**src/rtl/spi_frame_receiver.sv**
```systemverilog
// spi_frame_receiver
//   Front end for the SPI register interface. It synchronises the raw
//   SCLK/COPI/nCS pad inputs into the clk domain and deserialises 16-bit
//   mode-0 frames (R/W bit, address, data; MSB first). It validates each
//   frame and emits either a one-cycle register-write strobe or a one-cycle
//   frame-error strobe. Read frames are dropped silently.
//
// Ports
//   clk       in   system clock, all state on rising edge
//   rst       in   asynchronous, active-high reset
//   sclk_in   in   raw SPI clock (asynchronous to clk), mode 0
//   copi_in   in   raw SPI data in, MSB first
//   ncs_in    in   raw SPI chip select, active low
//   wr_valid  out  one-cycle pulse: a validated write is available
//   wr_addr   out  write address, held until the next valid write
//   wr_data   out  write data, held until the next valid write
//   frame_err out  one-cycle pulse: frame rejected
//   busy      out  high while a frame is being shifted in
module spi_frame_receiver #(
  parameter int SYNC_STAGES = 2,
  parameter int FRAME_BITS  = 16,
  parameter int ADDR_WIDTH  = 7,
  parameter int DATA_WIDTH  = 8,
  parameter int MAX_ADDR    = 4
) (
  input  logic                  clk,
  input  logic                  rst,
  input  logic                  sclk_in,
  input  logic                  copi_in,
  input  logic                  ncs_in,
  output logic                  wr_valid,
  output logic [ADDR_WIDTH-1:0] wr_addr,
  output logic [DATA_WIDTH-1:0] wr_data,
  output logic                  frame_err,
  output logic                  busy
);

  localparam int CNT_W = $clog2(FRAME_BITS + 2);
  localparam logic [CNT_W-1:0] CNT_FULL = CNT_W'(FRAME_BITS);
  // One past a full frame; the counter parks here so any overrun stays visible.
  localparam logic [CNT_W-1:0] CNT_SAT  = CNT_W'(FRAME_BITS + 1);

  typedef enum logic [1:0] {IDLE, SHIFT, CHECK} state_t;

  logic [SYNC_STAGES-1:0] sclk_sync_q, sclk_sync_d;
  logic [SYNC_STAGES-1:0] copi_sync_q, copi_sync_d;
  logic [SYNC_STAGES-1:0] ncs_sync_q,  ncs_sync_d;
  logic                   sclk_prev_q, sclk_prev_d;
  logic                   ncs_prev_q,  ncs_prev_d;

  state_t                 state_q, state_d;
  logic [FRAME_BITS-1:0]  shift_q, shift_d;
  logic [CNT_W-1:0]       count_q, count_d;
  logic                   wr_valid_q, wr_valid_d;
  logic                   frame_err_q, frame_err_d;
  logic [ADDR_WIDTH-1:0]  wr_addr_q, wr_addr_d;
  logic [DATA_WIDTH-1:0]  wr_data_q, wr_data_d;

  logic                   sclk_s, copi_s, ncs_s;
  logic                   sclk_rise, ncs_rise, ncs_fall;
  logic                   frame_rw;
  logic [ADDR_WIDTH-1:0]  frame_addr;
  logic [DATA_WIDTH-1:0]  frame_data;

  // Synchroniser chains shift toward the MSB; the extra prev flops compare
  // against the chain outputs to give single-cycle edge strobes.
  always_comb begin
    sclk_sync_d = {sclk_sync_q[SYNC_STAGES-2:0], sclk_in};
    copi_sync_d = {copi_sync_q[SYNC_STAGES-2:0], copi_in};
    ncs_sync_d  = {ncs_sync_q[SYNC_STAGES-2:0],  ncs_in};
    sclk_prev_d = sclk_sync_q[SYNC_STAGES-1];
    ncs_prev_d  = ncs_sync_q[SYNC_STAGES-1];
  end

  always_ff @(posedge clk or posedge rst) begin
    if (rst) begin
      sclk_sync_q <= '0;
      copi_sync_q <= '0;
      ncs_sync_q  <= '1;
      sclk_prev_q <= 1'b0;
      ncs_prev_q  <= 1'b1;
    end else begin
      sclk_sync_q <= sclk_sync_d;
      copi_sync_q <= copi_sync_d;
      ncs_sync_q  <= ncs_sync_d;
      sclk_prev_q <= sclk_prev_d;
      ncs_prev_q  <= ncs_prev_d;
    end
  end

  assign sclk_s    = sclk_sync_q[SYNC_STAGES-1];
  assign copi_s    = copi_sync_q[SYNC_STAGES-1];
  assign ncs_s     = ncs_sync_q[SYNC_STAGES-1];
  assign sclk_rise = sclk_s & ~sclk_prev_q;
  assign ncs_rise  = ncs_s & ~ncs_prev_q;
  assign ncs_fall  = ~ncs_s & ncs_prev_q;

  assign frame_rw   = shift_q[FRAME_BITS-1];
  assign frame_addr = shift_q[FRAME_BITS-2 -: ADDR_WIDTH];
  assign frame_data = shift_q[DATA_WIDTH-1:0];

  always_ff @(posedge clk or posedge rst) begin
    if (rst) begin
      state_q     <= IDLE;
      shift_q     <= '0;
      count_q     <= '0;
      wr_valid_q  <= 1'b0;
      frame_err_q <= 1'b0;
      wr_addr_q   <= '0;
      wr_data_q   <= '0;
    end else begin
      state_q     <= state_d;
      shift_q     <= shift_d;
      count_q     <= count_d;
      wr_valid_q  <= wr_valid_d;
      frame_err_q <= frame_err_d;
      wr_addr_q   <= wr_addr_d;
      wr_data_q   <= wr_data_d;
    end
  end

  // A chip-select edge always wins over a coincident SCLK edge: the frame
  // either opens with an empty count or closes without taking the bit.
  always_comb begin
    state_d     = state_q;
    shift_d     = shift_q;
    count_d     = count_q;
    wr_valid_d  = 1'b0;
    frame_err_d = 1'b0;
    wr_addr_d   = wr_addr_q;
    wr_data_d   = wr_data_q;
    case (state_q)
      IDLE: begin
        if (ncs_fall) begin
          state_d = SHIFT;
          shift_d = '0;
          count_d = '0;
        end
      end
      SHIFT: begin
        if (ncs_rise) begin
          state_d = CHECK;
        end else if (sclk_rise && !ncs_s) begin
          shift_d = {shift_q[FRAME_BITS-2:0], copi_s};
          if (count_q != CNT_SAT) begin
            count_d = count_q + CNT_W'(1);
          end
        end
      end
      CHECK: begin
        state_d = IDLE;
        if (count_q != CNT_FULL) begin
          frame_err_d = 1'b1;
        end else if (frame_rw) begin
          if (frame_addr > ADDR_WIDTH'(MAX_ADDR)) begin
            frame_err_d = 1'b1;
          end else begin
            wr_valid_d = 1'b1;
            wr_addr_d  = frame_addr;
            wr_data_d  = frame_data;
          end
        end
      end
      default: state_d = IDLE;
    endcase
  end

  assign wr_valid  = wr_valid_q;
  assign frame_err = frame_err_q;
  assign wr_addr   = wr_addr_q;
  assign wr_data   = wr_data_q;
  assign busy      = (state_q == SHIFT);

endmodule

```
**config.mk**
```make
export PLATFORM = sky130hd
export DESIGN_NAME = spi_frame_receiver
export DESIGN_NICKNAME = d
export VERILOG_FILES = /design/src/rtl/spi_frame_receiver.sv
export SDC_FILE = /design/constraint.sdc
export NUM_CORES = 1
export LEC_CHECK = 0
export CELL_PAD_IN_SITES_DETAIL_PLACEMENT = 1
export CELL_PAD_IN_SITES_GLOBAL_PLACEMENT = 2
export CORE_MARGIN = 2
export CORE_UTILIZATION = 39
export DETAILED_ROUTE_END_ITERATION = 10
export HOLD_SLACK_MARGIN = 0.12
export PLACE_DENSITY = 0.91
export SYNTH_ARGS = -nofsm -noshare
export SYNTH_HDL_FRONTEND = slang
export SYNTH_SLANG_ARGS = --single-unit
```
**constraint.sdc**
```tcl
create_clock -name clk -period 4.2 [get_ports clk]
set_input_delay 0.42 -clock clk [delete_from_list [all_inputs] [get_ports clk]]
set_output_delay 0.42 -clock clk [all_outputs]
set_load 0.05 [all_outputs]
```
==> impl_metrics.tcl <==
set metrics [dict create \
    synth.distinct_cells 34 \
    fmax_mhz 372 \
    gp_congestion 0.722 \
    ys.flop_type "dfrtp_1" \
    whs_endpoint "sclk_sync_q[1]" \
    whs_path_depth 0 \
    syn-cell-area_um2 1930 \
    ff_latch_area_um2 1200 \
    grt_antenna_before_repair 0 \
    critPathArrivalTime_ns 2.27 \
    synth-edff-count 0 \
    fill_cells 527 \
    synth_fp_nets 173 \
    ys_top_cells_by_area "dfrtp_1 58%, nand2_1 7.2%, o21ai_0 4.7%" \
    hold_viol 0 \
    hold_path_class "flip-flop to flip-flop" \
    syn_inst 165 \
    numCtsBuffers 5 \
    postRouteWirelength_mm 3.68 \
    grt_pass1_wl_mm 6.20 \
    dr_total_vias 1241 \
    die_area_um2 5530 \
    die_height_um 74.4 \
    status "completed" \
    setup_slack_ns 1.51 \
    cts_tree "yes" \
    crit_path_max_fanout 19 \
    initial_utilization 0.406 \
    cts_setup_buffers 0 \
    max_slew.worst_pin.slew_ns 0.966 \
    seq_area_frac_synth 0.624 \
    whs_ns 0.354 \
    grt_pass1_vias 1361 \
    cp-end-kind "output port" \
    multi_input_area_um2 649 \
    hold_start "sclk_sync_q[0]" \
    layout_commonest_cell "dfrtp_1" \
    vias_per_cell 4.87 \
    syn_area_per_cell_um2 11.7 \
    rsz0062_at_grt "no" \
    p_total_mw 0.936 \
    placementRows 25 \
    synthSimpleGateAreaFrac 0.143 \
    power_density_nw_per_um2 406 \
    async_flop_share 1.00 \
    cts_hold_buf 0 \
    cts_resized 0 \
    fin_crit_sh 0.640 \
    final_core_util 0.485 \
    synth_xor_xnor_area_share 0 \
    power.leakage_nw 1.05 \
    required_ns 3.78 \
    synth_top_family_by_area "simple AND/OR/NAND/NOR gates" \
    slew_violations 0 \
    finalSetupViolCount 0 \
    clk_pin_slew_ns 0.09 \
    r2r-start "count_q[0]" \
    drive_above_1_share 0.149 \
    final_cell_mix "45 x dfrtp_1, 37 x nand2_1, 22 x clkdlybuf4s50_1" \
    first_pass_iters 4 \
    grt_use_total 0.151 \
    synth.area.mux_share 0.0739 \
    htree_levels 2 \
    yosys.area.top_type "dfrtp_1" \
    clock-skew-final_ns 0.00500 \
    coreArea_um2 4750 \
    r2r_cells 6 \
    post-place-ws_ns 1.84 \
    wl_per_cell_um 14.4 \
    port_buffers 22 \
    dp_hpwl_mm 2.52 \
    synth-compound-area-share 0.100 \
    clock_latency_ns 0.30 \
    synth_top_cell_area_share 0.583 \
    r2r_slack_ns 2.08 \
    grt_max_degree 49 \
    clkSinkCount 48 \
    dr.first_iter.drc_count 51 \
    slew_headroom 0.355 \
    synthAdderAreaFrac 0.0194 \
    r2r-end "wr_addr[0]" \
    maxCapViolCount 0 \
    io_pins 23 \
    clockRootBuffer "clkbuf_8" \
    tns_ns 0 \
    critical_path_class "flip-flop to output port" \
    synth-warning-count 0 \
    synth_seq_cells 48 \
    timing.final.crit_period_ns 2.69 \
    cp-start-kind "flip-flop" \
    ctsLongestPathBuffers 2 \
    syn_to_final_growth_pct 19.4 \
    chipWidth_um 74.4 \
    route.detailed.drc 0 \
    grt_overflow_total 0 \
    drtAntennaViolNets 0 \
    final_net_count 195 \
    vdd_ir_drop_max_v 0.000191 \
    antenna_cells 0 \
]
## kinds of logic after synthesis
| logic type | after synthesis |
|---|---|
| simple gates | 57 |
| flops | 48 |
| compound gates | 32 |
| buf+inv | 14 |
| mux | 11 |
| fa+ha+maj | 3 |
## through the flow
step | std cells | instance area, um^2
floorplan | 165 | 1930
global placement | 247 | 2180
detailed placement | 247 | 2180
CTS | 255 | 2310
global route | 255 | 2310
finish | 255 | 2310
## cells in the mapped netlist, drive strengths merged (2+ instances only)
| library cell | count |
|---|---|
| a21oi | 2 |
| buf | 2 |
| inv | 6 |
| o21ai | 19 |
| nand2b | 3 |
| ha | 3 |
| and2 | 6 |
| dfrtp | 45 |
| dfstp | 3 |
| nand2 | 37 |
| mux2 | 11 |
| o31ai | 3 |
| clkbuf | 5 |
| nand3 | 3 |
| o21bai | 2 |
## power by group
| group | leakage, nW | total (mW) | switching, mW | internal [mW] |
|---|---|---|---|---|
| logic | 0.349 | 0.0819 | 0.0538 | 0.0281 |
| clock network | 0.0614 | 0.348 | 0.153 | 0.195 |
| registers | 0.641 | 0.506 | 0.0231 | 0.483 |
## worst max-delay path by stage
stage | from | endpoint | slack, ns | cells past startpoint
6_report | state_q[0] | busy | 1.51 | 3
5_1_grt | state_q[0] | busy | 1.39 | 3
4_1_cts | state_q[0] | busy | 1.50 | 3
3_5_place_dp | state_q[0] | busy | 1.84 | 3
3_3_place_gp | state_q[0] | busy | 1.93 | 3
2_1_floorplan | state_q[1] | busy | 2.44 | 3
## critical path, stage by stage (launching register included)
cell             delay [ns]
dfrtp_1                0.44
nand2b_1               0.19
clkinv_1               0.48
clkdlybuf4s50_1        0.86
## layout make-up
| class | instances | share of cell area |
|---|---|---|
| Multi-Input combinational cell | 103 | 0.282 |
| Sequential cell | 48 | 0.523 |
| Timing Repair Buffer | 22 | 0.0955 |
| Clock buffer | 6 | 0.0358 |
| Clock inverter | 2 | 0.0168 |
| Inverter | 7 | 0.0114 |
| Tap cell | 67 | 0.0364 |
## per-layer routing
layer / up-vias / routed length, um / track usage
met1: 620 / 1510 / 0.164
met4: 0 / 47 / 0.0536
met5: - / 0 / 0
met3: 5 / 116 / 0.0488
met2: 21 / 2010 / 0.275
li1: 595 / - / -
## sequential cells by signal, indices dropped and copies added (netlist names)
register	count
ncs_sync_q	2
copi_sync_q	2
sclk_sync_q	2
wr_addr	7
sclk_prev_q	1
wr_data	8
frame_err	1
shift_q	16
count_q	5
ncs_prev_q	1
wr_valid	1
state_q	2
No activity file was read; power rests on OpenSTA's default activity.
